$ cat src/rtl/nts_api_dispatch_pkg.sv
// Shared constants for the NTS register-bus dispatcher: default address map,
// endpoint indices, error read pattern and a saturating counter helper.
package nts_api_dispatch_pkg;

  localparam int NTS_NUM_EP = 8;
  localparam int NTS_ADDR_W = 12;

  localparam int EP_ENGINE         = 0;
  localparam int EP_CLOCK          = 1;
  localparam int EP_COOKIE         = 2;
  localparam int EP_KEYMEM         = 3;
  localparam int EP_DEBUG          = 4;
  localparam int EP_PARSER         = 5;
  localparam int EP_NTPAUTH_KEYMEM = 6;
  localparam int EP_SPARE          = 7;

  localparam logic [31:0] ERR_DATA_DEFAULT = 32'hDEADBEEF;

  // Spare slot has base > last, so it never decodes.
  localparam logic [NTS_NUM_EP*NTS_ADDR_W-1:0] NTS_EP_BASE = {
    12'hFFF, 12'h300, 12'h200, 12'h180, 12'h080, 12'h020, 12'h010, 12'h000
  };
  localparam logic [NTS_NUM_EP*NTS_ADDR_W-1:0] NTS_EP_LAST = {
    12'h000, 12'h3FF, 12'h2FF, 12'h1F0, 12'h17F, 12'h03F, 12'h01F, 12'h00F
  };

  function automatic logic [15:0] sat_inc(input logic [15:0] value);
    return (value == 16'hFFFF) ? value : value + 16'd1;
  endfunction

endpackage

$ cat src/rtl/nts_api_dispatch_if.sv
// Host-side and endpoint-side register bus bundle of the NTS dispatcher.
interface nts_api_dispatch_if #(
  parameter int NUM_EP  = 8,
  parameter int ADDR_W  = 12,
  parameter int LOCAL_W = 8,
  parameter int DATA_W  = 32
);
  logic                     busy;
  logic                     external_cs;
  logic                     external_we;
  logic [ADDR_W-1:0]        external_address;
  logic [DATA_W-1:0]        external_write_data;
  logic [DATA_W-1:0]        external_read_data;
  logic                     external_read_data_valid;
  logic                     external_error;
  logic                     internal_we;
  logic [LOCAL_W-1:0]       internal_address;
  logic [DATA_W-1:0]        internal_write_data;
  logic [NUM_EP-1:0]        internal_cs;
  logic [NUM_EP*DATA_W-1:0] internal_read_data;

  modport master (
    input  busy,
    output external_cs, external_we, external_address, external_write_data,
    input  external_read_data, external_read_data_valid, external_error,
    input  internal_we, internal_address, internal_write_data, internal_cs,
    output internal_read_data
  );

  modport slave (
    output busy,
    input  external_cs, external_we, external_address, external_write_data,
    output external_read_data, external_read_data_valid, external_error,
    output internal_we, internal_address, internal_write_data, internal_cs,
    input  internal_read_data
  );
endinterface

$ cat src/rtl/nts_api_decoder.sv
// Combinational address-range decoder: lowest-index hit wins, reports the
// endpoint-local offset and whether it overflows the local address width.
module nts_api_decoder #(
  parameter int NUM_EP  = 8,
  parameter int ADDR_W  = 12,
  parameter int LOCAL_W = 8,
  parameter logic [NUM_EP*ADDR_W-1:0] EP_BASE = '0,
  parameter logic [NUM_EP*ADDR_W-1:0] EP_LAST = '0
) (
  input  logic [ADDR_W-1:0]  address,
  output logic [NUM_EP-1:0]  hit,
  output logic [LOCAL_W-1:0] offset,
  output logic               oversize
);
  logic [ADDR_W:0]   diff [NUM_EP];
  logic [NUM_EP-1:0] in_range;
  logic [ADDR_W-1:0] full_off;

  // Range test done as (addr - base) <= (last - base) with a borrow bit, so an
  // empty range (last < base) simply never matches.
  for (genvar gi = 0; gi < NUM_EP; gi++) begin : g_ep
    localparam logic [ADDR_W:0] SPAN = {1'b0, EP_LAST[gi*ADDR_W +: ADDR_W]}
                                     - {1'b0, EP_BASE[gi*ADDR_W +: ADDR_W]};
    assign diff[gi]     = {1'b0, address} - {1'b0, EP_BASE[gi*ADDR_W +: ADDR_W]};
    assign in_range[gi] = !SPAN[ADDR_W] && (diff[gi] <= SPAN);
  end

  always_comb begin
    hit      = '0;
    full_off = '0;
    for (int i = NUM_EP - 1; i >= 0; i--) begin
      if (in_range[i]) begin
        hit      = '0;
        hit[i]   = 1'b1;
        full_off = diff[i][ADDR_W-1:0];
      end
    end
  end

  assign offset   = full_off[LOCAL_W-1:0];
  assign oversize = (|hit) && ((full_off >> LOCAL_W) != '0);
endmodule

$ cat src/rtl/nts_api_dispatch.sv
// Pipelined demux of the external 32-bit register bus onto NUM_EP endpoints,
// with error completions, write acks and saturating drop/error counters.
module nts_api_dispatch
  import nts_api_dispatch_pkg::*;
#(
  parameter int NUM_EP     = NTS_NUM_EP,
  parameter int ADDR_W     = NTS_ADDR_W,
  parameter int LOCAL_W    = 8,
  parameter int DATA_W     = 32,
  parameter logic [NUM_EP*ADDR_W-1:0] EP_BASE = NTS_EP_BASE,
  parameter logic [NUM_EP*ADDR_W-1:0] EP_LAST = NTS_EP_LAST,
  parameter int RD_LATENCY = 1,
  parameter logic [DATA_W-1:0] ERR_DATA = ERR_DATA_DEFAULT
) (
  input  logic                clk,
  input  logic                rst_n,
  nts_api_dispatch_if.slave   bus,
  output logic [15:0]         drop_count,
  output logic [15:0]         err_count
);
  logic                busy_reg, accept, done, mapped;
  logic                p0_vld_reg, p0_we_reg;
  logic [ADDR_W-1:0]   p0_addr_reg;
  logic [DATA_W-1:0]   p0_wdata_reg;
  logic [NUM_EP-1:0]   dec_hit, cs_reg, sel_reg;
  logic [LOCAL_W-1:0]  dec_offset, int_addr_reg;
  logic                dec_oversize, int_we_reg, req_we_reg, req_err_reg;
  logic [DATA_W-1:0]   int_wdata_reg, ep_data, rdata_reg;
  logic [RD_LATENCY:0] dly_reg;
  logic                valid_reg, error_reg;
  logic [15:0]         drop_reg, err_reg;

  nts_api_decoder #(
    .NUM_EP(NUM_EP), .ADDR_W(ADDR_W), .LOCAL_W(LOCAL_W),
    .EP_BASE(EP_BASE), .EP_LAST(EP_LAST)
  ) u_decoder (
    .address(p0_addr_reg), .hit(dec_hit), .offset(dec_offset), .oversize(dec_oversize)
  );

  assign accept = bus.external_cs && !busy_reg;
  assign mapped = (|dec_hit) && !dec_oversize;
  // dly_reg[0] marks the internal-cs cycle; bit RD_LATENCY is the capture cycle.
  assign done   = dly_reg[RD_LATENCY];

  always_comb begin
    ep_data = '0;
    for (int i = 0; i < NUM_EP; i++) begin
      if (sel_reg[i]) ep_data = ep_data | bus.internal_read_data[i*DATA_W +: DATA_W];
    end
  end

  always_ff @(posedge clk or negedge rst_n) begin
    if (!rst_n) begin
      busy_reg      <= 1'b0;
      p0_vld_reg    <= 1'b0;
      p0_we_reg     <= 1'b0;
      p0_addr_reg   <= '0;
      p0_wdata_reg  <= '0;
      dly_reg       <= '0;
      cs_reg        <= '0;
      sel_reg       <= '0;
      int_we_reg    <= 1'b0;
      int_addr_reg  <= '0;
      int_wdata_reg <= '0;
      req_we_reg    <= 1'b0;
      req_err_reg   <= 1'b0;
      valid_reg     <= 1'b0;
      error_reg     <= 1'b0;
      rdata_reg     <= '0;
      drop_reg      <= '0;
      err_reg       <= '0;
    end else begin
      busy_reg   <= accept ? 1'b1 : (done ? 1'b0 : busy_reg);
      p0_vld_reg <= accept;
      if (accept) begin
        p0_we_reg    <= bus.external_we;
        p0_addr_reg  <= bus.external_address;
        p0_wdata_reg <= bus.external_write_data;
      end
      dly_reg <= {dly_reg[RD_LATENCY-1:0], p0_vld_reg};

      cs_reg        <= '0;
      int_we_reg    <= 1'b0;
      int_addr_reg  <= '0;
      int_wdata_reg <= '0;
      if (p0_vld_reg) begin
        sel_reg     <= mapped ? dec_hit : '0;
        req_we_reg  <= p0_we_reg;
        req_err_reg <= !mapped;
        if (mapped) begin
          cs_reg        <= dec_hit;
          int_we_reg    <= p0_we_reg;
          int_addr_reg  <= dec_offset;
          int_wdata_reg <= p0_wdata_reg;
        end
      end

      valid_reg <= done;
      error_reg <= done && req_err_reg;
      rdata_reg <= '0;
      if (done) rdata_reg <= req_err_reg ? ERR_DATA : (req_we_reg ? '0 : ep_data);

      if (bus.external_cs && busy_reg) drop_reg <= sat_inc(drop_reg);
      if (done && req_err_reg)         err_reg  <= sat_inc(err_reg);
    end
  end

  assign bus.busy                     = busy_reg;
  assign bus.external_read_data       = rdata_reg;
  assign bus.external_read_data_valid = valid_reg;
  assign bus.external_error           = error_reg;
  assign bus.internal_cs              = cs_reg;
  assign bus.internal_we              = int_we_reg;
  assign bus.internal_address         = int_addr_reg;
  assign bus.internal_write_data      = int_wdata_reg;
  assign drop_count                   = drop_reg;
  assign err_count                    = err_reg;
endmodule

$ cat src/flat_wrapper.sv
// flat-port wrapper written by rule: the top's interface ports become plain ports
module nts_api_dispatch_flat import nts_api_dispatch_pkg::*;
#(
  parameter int NUM_EP     = NTS_NUM_EP,
  parameter int ADDR_W     = NTS_ADDR_W,
  parameter int LOCAL_W    = 8,
  parameter int DATA_W     = 32,
  parameter logic [NUM_EP*ADDR_W-1:0] EP_BASE = NTS_EP_BASE,
  parameter logic [NUM_EP*ADDR_W-1:0] EP_LAST = NTS_EP_LAST,
  parameter int RD_LATENCY = 1,
  parameter logic [DATA_W-1:0] ERR_DATA = ERR_DATA_DEFAULT
)
  (clk, rst_n, drop_count, err_count, bus_busy, bus_external_cs, bus_external_we, bus_external_address, bus_external_write_data, bus_external_read_data, bus_external_read_data_valid, bus_external_error, bus_internal_we, bus_internal_address, bus_internal_write_data, bus_internal_cs, bus_internal_read_data);
  nts_api_dispatch_if #(.NUM_EP(NUM_EP), .ADDR_W(ADDR_W), .LOCAL_W(LOCAL_W), .DATA_W(DATA_W)) bus_i ();
  input  logic clk;
  input  logic rst_n;
  output logic [15:0] drop_count;
  output logic [15:0] err_count;
  output wire logic [$bits(bus_i.busy)-1:0] bus_busy;
  input wire logic [$bits(bus_i.external_cs)-1:0] bus_external_cs;
  input wire logic [$bits(bus_i.external_we)-1:0] bus_external_we;
  input wire logic [$bits(bus_i.external_address)-1:0] bus_external_address;
  input wire logic [$bits(bus_i.external_write_data)-1:0] bus_external_write_data;
  output wire logic [$bits(bus_i.external_read_data)-1:0] bus_external_read_data;
  output wire logic [$bits(bus_i.external_read_data_valid)-1:0] bus_external_read_data_valid;
  output wire logic [$bits(bus_i.external_error)-1:0] bus_external_error;
  output wire logic [$bits(bus_i.internal_we)-1:0] bus_internal_we;
  output wire logic [$bits(bus_i.internal_address)-1:0] bus_internal_address;
  output wire logic [$bits(bus_i.internal_write_data)-1:0] bus_internal_write_data;
  output wire logic [$bits(bus_i.internal_cs)-1:0] bus_internal_cs;
  input wire logic [$bits(bus_i.internal_read_data)-1:0] bus_internal_read_data;
  assign bus_busy = bus_i.busy;
  assign bus_i.external_cs = bus_external_cs;
  assign bus_i.external_we = bus_external_we;
  assign bus_i.external_address = bus_external_address;
  assign bus_i.external_write_data = bus_external_write_data;
  assign bus_external_read_data = bus_i.external_read_data;
  assign bus_external_read_data_valid = bus_i.external_read_data_valid;
  assign bus_external_error = bus_i.external_error;
  assign bus_internal_we = bus_i.internal_we;
  assign bus_internal_address = bus_i.internal_address;
  assign bus_internal_write_data = bus_i.internal_write_data;
  assign bus_internal_cs = bus_i.internal_cs;
  assign bus_i.internal_read_data = bus_internal_read_data;
  nts_api_dispatch #(.NUM_EP(NUM_EP), .ADDR_W(ADDR_W), .LOCAL_W(LOCAL_W), .DATA_W(DATA_W), .EP_BASE(EP_BASE), .EP_LAST(EP_LAST), .RD_LATENCY(RD_LATENCY), .ERR_DATA(ERR_DATA)) u_core (.clk(clk), .rst_n(rst_n), .bus(bus_i), .drop_count(drop_count), .err_count(err_count));
endmodule
$ cat config.mk
export PLATFORM = sky130hd
export DESIGN_NAME = nts_api_dispatch_flat
export DESIGN_NICKNAME = d
export VERILOG_FILES = /design/src/rtl/nts_api_dispatch_pkg.sv /design/src/rtl/nts_api_dispatch_if.sv /design/src/rtl/nts_api_decoder.sv /design/src/rtl/nts_api_dispatch.sv /design/src/flat_wrapper.sv
export SDC_FILE = /design/constraint.sdc
export NUM_CORES = 1
export LEC_CHECK = 0
export BUFFER_PORTS_ARGS = -buffer_cell sky130_fd_sc_hd__buf_2
export CAP_MARGIN = 20
export CORE_MARGIN = 8
export CORE_UTILIZATION = 35
export CTS_CLUSTER_DIAMETER = 200
export DETAILED_ROUTE_END_ITERATION = 16
export PLACE_DENSITY_LB_ADDON = 0.3
export SYNTH_ARGS = -nofsm -noshare
export SYNTH_HDL_FRONTEND = slang
export SYNTH_SLANG_ARGS = --single-unit
$ cat constraint.sdc
create_clock -name clk -period 2.73 [get_ports clk]
set_input_delay 0.546 -clock clk [delete_from_list [all_inputs] [get_ports clk]]
set_output_delay 0.546 -clock clk [all_outputs]
set_load 0.05 [all_outputs]
Word level (Yosys, flattened, before mapping)
Index checks and enable logic that the tools add are counted.
- add/subtract/negate cells: 8
- $lt $le $gt $ge: 7
- equal/unequal tests: 2
- mux-type cells: 35
- bitwise gates (word level): 9
- reductions and logical operators: 13
- operators with widths (cell ; count):
    two-way mux 32 bit ; 13
    OR 32 bit ; 7
    two-way mux 12 bit ; 7
    two-way mux 8 bit ; 9
    less-or-equal comparator 13 x 8 -> 1 bit, second input constant ; 3
    adder 16 x 1 -> 16 bit, second input constant ; 2
    equality test 16 bit, second input constant ; 2
    subtractor 12 x 10 -> 13 bit, second input constant ; 2
    two-way mux 7 bit ; 2
    less-or-equal comparator 13 x 4 -> 1 bit, second input constant ; 1
    less-or-equal comparator 13 x 5 -> 1 bit, second input constant ; 1
    less-or-equal comparator 13 x 7 -> 1 bit, second input constant ; 1
    subtractor 12 x 5 -> 13 bit, second input constant ; 1
    subtractor 12 x 6 -> 13 bit, second input constant ; 1
    subtractor 12 x 8 -> 13 bit, second input constant ; 1
    subtractor 12 x 9 -> 13 bit, second input constant ; 1
    less-or-equal comparator 12 x 4 -> 1 bit, second input constant ; 1
    nonzero test 12 bit ; 1
    OR reduction 8 bit ; 1
    logical AND 1 bit ; 5
    two-way mux 1 bit ; 4
    AND reduction 2 bit ; 2
    zero test 1 bit ; 3
    NOT 1 bit ; 2
    nonzero test 2 bit ; 1
- register bits after elaboration: 174
- bits of input ports: 304
- output and inout bits: 116
- logic and storage cells: 92

Logic depth before layout (Yosys ltp)
Gate-level depths: netlist of the first run.
- depth in word-level cells: 18
- gate-level depth with buffers: 11
- depth with buffers taken out: 9

By module
A second synthesis of the first run with hierarchy kept.
- cells, all modules: 779
- area total of the unflattened synthesis: 8710.9 um^2
- modules (own cells, without submodules) (module ; times used ; cells an instance ; area an instance (um^2)):
    nts_api_dispatch ; 1 ; 628 ; 7598.5
    nts_api_decoder ; 1 ; 151 ; 1112.3

Worst setup path after synthesis of the first run
OpenSTA, ideal clock, no wires.
- path kind: register -> register
- start: reg u_core.p0_addr_reg[9]
- end: reg u_core.int_wdata_reg[23], in the netlist u_core.bus.internal_write_data[23]
- arrival: 2.806 ns
- required time: 2.664 ns
- path slack: -0.142 ns
- stages on the path, launching flop included: 12
- cell sequence: dfrtp_1 -> clkbuf_1 -> inv_1 -> ha_1 -> nor2b_1 -> and4b_1 -> o21bai_1 -> nor4_1 -> nor3_2 -> a41oi_4 -> buf_6 -> and2_1
- word-level cells in the longest chain between the ends: 15
- elaborated cells on any way between the ends: 34
- classes of those cells: add/sub (6); order compare (7); mux (16); reduce/logical (5)
- RTL lines (what ; line ; text):
    from (decl) ; nts_api_dispatch.sv:23 ; logic [ADDR_W-1:0] p0_addr_reg;
    from (signal assigned) ; nts_api_dispatch.sv:77 ; p0_addr_reg <= bus.external_address;
    subtractor 12 x 10 -> 13 bit ; nts_api_decoder.sv:24 ; assign diff[gi] = {1'b0, address} - {1'b0, EP_BASE[gi*ADDR_W +: ADDR_W]};
    less-or-equal comparator 13 x 8 -> 1 bit ; nts_api_decoder.sv:25 ; assign in_range[gi] = !SPAN[ADDR_W] && (diff[gi] <= SPAN);
    two-way mux 12 bit or two-way mux 7 bit (tied branches) (2 in series) ; nts_api_decoder.sv:32 ; if (in_range[i]) begin
    two-way mux 12 bit or two-way mux 8 bit (tied branches) (5 in series) ; nts_api_decoder.sv:32 ;
    nonzero test 12 bit or OR reduction 8 bit (tied branches) ; nts_api_decoder.sv:41, nts_api_dispatch.sv:41 ;
    logical AND 1 bit ; nts_api_decoder.sv:41 ; assign oversize = (|hit) && ((full_off >> LOCAL_W) != '0);
    zero test 1 bit ; nts_api_dispatch.sv:41 ; assign mapped = (|dec_hit) && !dec_oversize;
    logical AND 1 bit (*) ; nts_api_dispatch.sv:41 ;
    two-way mux 32 bit (*) ; nts_api_dispatch.sv:90 ; if (mapped) begin
    two-way mux 32 bit (*) ; nts_api_dispatch.sv:86 ; if (p0_vld_reg) begin
    to (signal assigned) ; nts_api_dispatch.sv:94 ; int_wdata_reg <= p0_wdata_reg;
    to (decl) ; nts_api_dispatch.sv:28 ; logic [DATA_W-1:0] int_wdata_reg, ep_data, rdata_reg;
Mark *: on every way between the ends. The rest lies on a longest branch, timed or not.
A chain may end at the register's enable or synchronous reset.

Worst setup path after layout of the first run
- start: reg u_core.p0_addr_reg[7]
- end: reg u_core.int_wdata_reg[30], in the netlist u_core.bus.internal_write_data[30]
Same word-level chain as after synthesis.

==> results of run 1 <==
==> where the power goes <==
group	leakage, nW	internal [mW]	switching, mW
combinational	3.15	1.98	3.36
clock	0.297	1.41	1.10
sequential	2.24	3.29	0.557
==> worst max-delay path, delay by kind of cell, from the launching register on <==
family	cells	cell delay, ns
adder cells (fa/ha/maj)	1	0.34
buffers and inverters	3	0.39
flip-flops	1	0.41
AND/OR/NAND/NOR	4	0.84
AO/OA/AOI/OAI	2	0.56
==> cells by family after synthesis <==
kind of cell / synth area share, %
simple gates: 13.9
compound gates: 16.6
flops: 52.5
buf+inv: 3.59
mux: 5.86
xor+xnor: 3.96
fa+ha+maj: 3.51
other cells: 0.0458
==> synthesized netlist by cell type (2+ instances only) <==
| master | instances |
|---|---|
| sky130_fd_sc_hd__a21o_1 | 7 |
| sky130_fd_sc_hd__a21oi_1 | 9 |
| sky130_fd_sc_hd__a222oi_1 | 32 |
| sky130_fd_sc_hd__a22oi_1 | 67 |
| sky130_fd_sc_hd__a31oi_1 | 10 |
| sky130_fd_sc_hd__a32oi_1 | 2 |
| sky130_fd_sc_hd__and2_1 | 41 |
| sky130_fd_sc_hd__and3_1 | 30 |
| sky130_fd_sc_hd__and4_1 | 3 |
| sky130_fd_sc_hd__buf_2 | 4 |
| sky130_fd_sc_hd__buf_4 | 2 |
| sky130_fd_sc_hd__buf_6 | 4 |
| sky130_fd_sc_hd__clkbuf_1 | 40 |
| sky130_fd_sc_hd__dfrtp_1 | 172 |
| sky130_fd_sc_hd__ha_1 | 23 |
| sky130_fd_sc_hd__inv_1 | 15 |
| sky130_fd_sc_hd__mux2_2 | 40 |
| sky130_fd_sc_hd__mux2i_1 | 3 |
| sky130_fd_sc_hd__nand2_1 | 40 |
| sky130_fd_sc_hd__nand2b_1 | 5 |
| sky130_fd_sc_hd__nand3_1 | 16 |
| sky130_fd_sc_hd__nand4_1 | 13 |
| sky130_fd_sc_hd__nand4_2 | 2 |
| sky130_fd_sc_hd__nor2_1 | 24 |
| sky130_fd_sc_hd__nor2b_1 | 4 |
| sky130_fd_sc_hd__nor3_1 | 9 |
| sky130_fd_sc_hd__nor3b_1 | 2 |
| sky130_fd_sc_hd__nor4_1 | 3 |
| sky130_fd_sc_hd__o21ai_0 | 38 |
| sky130_fd_sc_hd__o21bai_1 | 2 |
| sky130_fd_sc_hd__o2bb2ai_1 | 2 |
| sky130_fd_sc_hd__or2_2 | 3 |
| sky130_fd_sc_hd__or3_1 | 3 |
| sky130_fd_sc_hd__xnor2_1 | 27 |
| sky130_fd_sc_hd__xor2_1 | 10 |
==> cell type report <==
cell class                      instances  area, um^2  share of cell area (%)
Tap cell                              319         399                    3.50
Sequential cell                       172        4310                    37.8
Clock buffer                           18         439                    3.85
Clock inverter                         14         174                    1.53
Multi-Input combinational cell        492        3650                    32.0
Inverter                               17        63.8                   0.560
Timing Repair Buffer                  432        2370                    20.8
==> routing by layer <==
metal | track usage, % | part of all wire, % | wire [um]
met1 | 23.6 | 38 | 11400
met2 | 35.4 | 53 | 16000
met3 | 4.85 | 7.6 | 2310
met4 | 7.00 | 2.2 | 668
met5 | 0 | 0.043 | 13
==> repair_timing <==
action                     4_1_cts  5_1_grt
buffers inserted                 0        2
setup endpoints to repair        0       42
gates resized for setup          0       12
==> cell usage in the layout (no fill, tap or decap), drive strengths merged, types with 23 or more instances in the layout <==
cell,n
inv,24
o21ai,39
nor2,24
and2,41
and3,30
a222oi,32
ha,23
nand2,40
a22oi,67
buf,431
mux2,40
xnor2,27
dfrtp,172
==> stage by stage <==
stage	setup WS, ns	instances	hold slack [ns]	instance area [um^2]
3_3_place_gp	0.134	1428	0.332	10700
4_1_cts	0.0415	1460	0.0683	11300
6_report	0.132	1464	0.0513	11400
3_5_place_dp	0.0679	1428	0.345	10700
2_1_floorplan	0.111	731	0.250	8200
5_1_grt	0.00372	1464	0.0703	11400
==> final timing paths <==
check	cells after the start	slack [ns]	to
worst max-delay path	10	0.13	u_core.bus.internal_write_data[30]
worst min-delay path	1	0.05	u_core.bus.internal_write_data[6]
worst max register to register	10	0.13	u_core.bus.internal_write_data[30]
worst min register to register	0	0.35	u_core.dly_reg[1]
max in group asynchronous	2	1.98	u_core.p0_addr_reg[6]
min in group clk	3	0.32	u_core.p0_addr_reg[11]
==> reports/qor.yml, run 1 <==
run_status: "finished, final reports clean"
number_of_vias_after_detailed_routing: 7622
post_cts_hold_buffer_count: 0
area_growth_pct: 39.2
post_synthesis_register_bit_count: 172
netlist_area_mm2: 0.00819
min-delay-path-class: "in -> async"
setup_repair_after_global_routing_missed_its_margin: "no"
crit_top_cell: "sky130_fd_sc_hd__buf_12"
skew_pair_late_insertion_delay_ns: 0.43
power_mw: 11.7
first_pass_grt_wire_length_mm: 44.4
regToRegStartpoint: "u_core.p0_addr_reg[7]"
synth_top_cells_by_area: "sky130_fd_sc_hd__dfrtp_1 53%, sky130_fd_sc_hd__a22oi_1 6.1%, sky130_fd_sc_hd__mux2_2 5.5%"
routed_wl_mm: 30.4
numPortBuffers: 386
cts.sinks: 172
floorplan.core_area_mm2: 0.0232
period_share_pct: 95.2
clock_tree.htree_level_count: 4
timing.critical_path.from: "u_core.p0_addr_reg[7]"
endpoint_kind: "flop"
grt_usage_pct: 20.1
count_of_flip_flops_with_a_built_in_enable_after_synthesis: 0
finalWorstPathRequiredPeriod_ns: 2.60
yosysSeqAreaShare_pct: 52.5
dieHeight_um: 169
grt_overflow_total: 0
yosysWarnings: 0
dr.first_iter.drc_count: 677
worst-endpoint-arrival_ns: 2.96
cts-root-buf: "sky130_fd_sc_hd__clkbuf_16"
num_rows: 56
grt_pass1_vias: 7539
crit_chain: "inv_1, ha_1, nor2_1, nand3_1, o32a_1, or3_1, a41oi_4, buf_12, buf_12, and2_1"
worst_ep_required_time_ns: 3.09
synth_fp_nets: 1058
max_slew.worst_pin.slew_ns: 0.751
syn-instance-count: 731
setup-violations-final: 0
timing_worst_setup_path_type: "reg -> reg"
async_reset_ff_share_pct: 100
max_stage_delay_ns: 0.43
timing.final.max_slew_violations: 0
post_synth_num_cell_types: 59
insertedDiodeCount: 0
syn_avg_cell_area_um2: 11.2
tritoncts: "done"
timing.critical_path.slowest_stage_cell: "sky130_fd_sc_hd__or3_1"
postLayoutCoreUtil_pct: 49.2
design.final.nets: 1459
skew_ns: 0.0144
boundaryPins: 420
die-area_mm2: 0.0286
initial_core_util_pct: 35.3
slew_margin_rel_pct: 49.9
postRouteAntennaNets: 0
yosys.area.top_type: "sky130_fd_sc_hd__dfrtp_1"
drtPass1Iterations: 6
post-synth-top-area-fraction_pct: 52.5
max_freq_ghz: 0.385
cp-start-kind: "flop"
setup-tns-final_ns: 0
final_layout_size_suffix_gt1_share_pct: 45.9
crit_path_max_fo: 20
grt_max_degree: 58
antenna_violations_before_repair: 3
finalWeightedCongestion: 1.00
total_leakage_power_nw: 5.68
wire_per_inst_um: 20.8
dp_hpwl_mm: 23.8
ys.flop_type: "sky130_fd_sc_hd__dfrtp_1"
report.final.hold_viol_count: 0
drt-vias-per-instance: 5.21
cap_viol_max_count: 0
clk_pin_slew_ns: 0.07
nFillCells: 2127
drt_drc_violations_left: 0
ir_drop_mv: 0.574
dieWidth_um: 169
max-clock-path-buffers: 2
powerDensity_mw_per_mm2: 1030
cts-buffers-inserted: 17
(Power assumes the default switching activity.)
==> run 2: changes to the inputs <==
--- a/config.mk
+++ b/config.mk
@@ -12,6 +12,7 @@
 export CTS_CLUSTER_DIAMETER = 200
 export DETAILED_ROUTE_END_ITERATION = 16
 export PLACE_DENSITY_LB_ADDON = 0.3
+export SKIP_LAST_GASP = 1
 export SYNTH_ARGS = -nofsm -noshare
 export SYNTH_HDL_FRONTEND = slang
 export SYNTH_SLANG_ARGS = --single-unit
==> constraint.sdc (replaced) <==
create_clock -name clk -period 2.52 [get_ports clk]
set_input_delay 0.504 -clock clk [delete_from_list [all_inputs] [get_ports clk]]
set_output_delay 0.504 -clock clk [all_outputs]
set_load 0.05 [all_outputs]
==> run 2 against run 1 <==
Net effect:
- the run now ends with setup timing left
- die area stayed put
- design area is 4.1% higher
- core utilization grew 2.0 points
==> reports/qor.yml, run 2 (synthesized netlist as in run 1, its figures left out) <==
holdCritStartpoint: "bus_external_address[9]"
grt_overflow_total: 0  # unchanged
p_int_mw: 7.62  # +14%
grt_usage_pct: 20.6  # +0.45 points
number_of_vias_after_detailed_routing: 7728  # +1.4%
sw_power_mw: 5.71  # +14%
crit_chain: "buf_6, ha_4, nand4_1, o211ai_2, a22oi_2, buf_4, buf_4, nand3_2, a211o_1, a41oi_4, buf_6, clkbuf_16, and2_4"
clk_pin_slew_ns: 0.07  # about the same
setup_repair_after_global_routing_missed_its_margin: "yes"
dieWidth_um: 169  # unchanged
timing.final.max_slew_violations: 0  # unchanged
combinationalPowerShare_pct: 49.1  # +3.4 points
clock_tree.htree_level_count: 4  # unchanged
nFillCells: 2164  # +1.7%
skew_ns: 0.0150  # +0.000538 ns
tritoncts: "done"
cap_viol_max_count: 0  # unchanged
worst-endpoint-arrival_ns: 2.94  # -0.02 ns
worstReg2RegEnd: "u_core.bus.internal_write_data[21]"
powerDensity_mw_per_mm2: 1120  # +9.5%
run_status: "complete, but fails checks"
dpl.cell_count: 1438  # +0.70%
register_to_register_setup_slack_ns: -0.05  # -0.18 ns
postRouteAntennaNets: 0  # unchanged
stdcell_count: 1490  # +1.8%
endpoint_kind: "flop"
max_stage_delay_ns: 0.45  # +0.02 ns
setup-violations-final: 40  # +40
crit_family: "compound AO/OA/AOI/OAI gates"
cts-root-buf: "sky130_fd_sc_hd__clkbuf_16"
timing.final.ws_setup_ns: -0.0526  # -0.184 ns
num_rows: 56  # unchanged
numPortBuffers: 386  # unchanged
power.share.sequential_pct: 30.9  # -2.0 points
layout_commonest_cell: "sky130_fd_sc_hd__buf_2"
layout_common_cells: "385 x sky130_fd_sc_hd__buf_2, 168 x sky130_fd_sc_hd__dfrtp_1, 66 x sky130_fd_sc_hd__a22oi_1"
slew_margin_rel_pct: 47.5  # -2.4 points
drt-vias-per-instance: 5.19  # -0.38%
min-delay-path-class: "in -> reg"
violations: "setup timing"
drtPass1Iterations: 8  # +2
report.final.hold_viol_count: 0  # unchanged
setup-tns-final_ns: -1.36  # -1.36 ns
worstHoldPathCells: 3
final_layout_size_suffix_gt1_share_pct: 50.4  # +4.5 points
floorplan.core_area_mm2: 0.0232  # unchanged
cts-buffers-inserted: 17  # unchanged
switching_portion_of_total_power_pct: 42.8  # -0.079 points
cts.sinks: 172  # unchanged
design.final.nets: 1481  # +1.5%
max_slew.worst_pin.slew_ns: 0.788  # +0.0363 ns
max_freq_ghz: 0.389  # +1.0%
grt_pass1_vias: 7647  # +1.4%
dieHeight_um: 169  # unchanged
ir_drop_mv: 0.558  # -2.8%
power_mw: 13.3  # +14%
power.share.clock_pct: 20.0  # -1.5 points
timing.critical_path.slowest_stage_cell: "sky130_fd_sc_hd__dfrtp_2"
routed_wl_mm: 31.0  # +1.9%
regToRegStartpoint: "u_core.p0_addr_reg[9]"
total_leakage_power_nw: 5.86  # +3.0%
die-area_mm2: 0.0286  # unchanged
dp_hpwl_mm: 23.6  # -0.84%
wire_per_inst_um: 20.8  # about the same
finalWorstPathRequiredPeriod_ns: 2.57  # -0.0258 ns
ff2ff_path_depth: 13  # +3
initial_core_util_pct: 35.3  # unchanged
dr.first_iter.drc_count: 630  # -6.9%
area_growth_pct: 44.9
max-clock-path-buffers: 2  # unchanged
crit_buf_inv: 5  # +2
grt_max_degree: 56  # -3.4%
hold_slack_ns: 0.272  # +0.221 ns
period_share_pct: 102  # +6.9 points
cp-start-kind: "flop"
skew_pair_late_insertion_delay_ns: 0.44  # about the same
crit_path_max_fo: 5  # -75%
holdPathEnd: "u_core.p0_addr_reg[9]"
boundaryPins: 420  # unchanged
drt_drc_violations_left: 0  # unchanged
antenna_violations_before_repair: 4  # +1
first_pass_grt_wire_length_mm: 45.4  # +2.2%
timing_worst_setup_path_type: "reg -> reg"
worst_ep_required_time_ns: 2.89  # -0.20 ns
finalWeightedCongestion: 0.967  # -3.3%
## run 2: cell types whose count changed in the layout (fill, tap and decap cells not counted), moves of 3 or more
cell                        previous run  this run
sky130_fd_sc_hd__inv_1                15        11
sky130_fd_sc_hd__buf_16                0         3
sky130_fd_sc_hd__ha_1                 21        16
sky130_fd_sc_hd__and2_1               41        22
sky130_fd_sc_hd__buf_6                 2         8
sky130_fd_sc_hd__buf_4                39        49
sky130_fd_sc_hd__and2_4                0        19
sky130_fd_sc_hd__diode_2               0         4
sky130_fd_sc_hd__ha_4                  0         6
sky130_fd_sc_hd__clkbuf_16            18        21
## run 2: power by group through the flow
stage	logic [mW]	registers [mW]	clock network, mW
after CTS	6.13	4.09	2.75
after detailed placement	5.83	4.12	0
after global routing	7.00	4.23	2.84
final	6.54	4.12	2.67
after global placement	5.81	4.08	0
after floorplan	2.62	5.37	0
## run 2: layer usage
metal / up-vias / routed length [um] / track usage [%]
met5: - / 0 / 0
met4: 0 / 659 / 7.66
met1: 3773 / 11700 / 24.2
met2: 360 / 16300 / 36.2
met3: 36 / 2310 / 4.57
li1: 3559 / - / -
## run 2: layout make-up
class	instances	area, um^2	area share, %
Sequential cell	172	4310	36.3
Inverter	17	68.8	0.580
Timing Repair Buffer	454	2660	22.4
Clock inverter	13	151	1.28
Antenna cell	4	10.0	0.0843
Clock buffer	19	443	3.73
Multi-Input combinational cell	492	3830	32.3
Tap cell	319	399	3.36
## run 2: through the flow
step	setup WS, ns	instance area, um^2	util, %
3_5_place_dp	-0.115	10800	46.4
5_1_grt	-0.148	11900	51.2
2_1_floorplan	0.0108	8210	-
4_1_cts	-0.0353	11600	49.9
6_report	-0.0526	11900	51.2
3_3_place_gp	-0.0729	10800	46.4
## run 2: how the worst max path moves through the flow
stage,to,slack (ns),from,cells past startpoint
3_3_place_gp,u_core.bus.internal_write_data[28],-0.07,u_core.p0_addr_reg[5],9
5_1_grt,u_core.bus.internal_write_data[15],-0.15,u_core.p0_addr_reg[9],11
2_1_floorplan,u_core.bus.internal_write_data[23],0.01,u_core.p0_addr_reg[8],10
4_1_cts,u_core.bus.internal_write_data[23],-0.04,u_core.p0_addr_reg[8],11
3_5_place_dp,u_core.bus.internal_write_data[7],-0.11,u_core.p0_addr_reg[5],9
6_report,u_core.bus.internal_write_data[21],-0.05,u_core.p0_addr_reg[9],13
## run 2: tightest hold or removal path, delay by kind of cell
| family | cells | cell delay (ns) |
|---|---|---|
| buffers and inverters | 1 | 0.08 |
| AOI/OAI and AO/OA | 1 | 0.05 |
| and+or+nand+nor | 1 | 0.04 |
## run 2: timing repair
item                                    CTS  global route
endpoints found under the setup margin   41            47
hold buffers                              1             0
hold endpoints to repair                 30             0
setup buffers                             5             3
cloned                                    3             4
pin swaps                                 2            25
gates resized for setup                  23            48
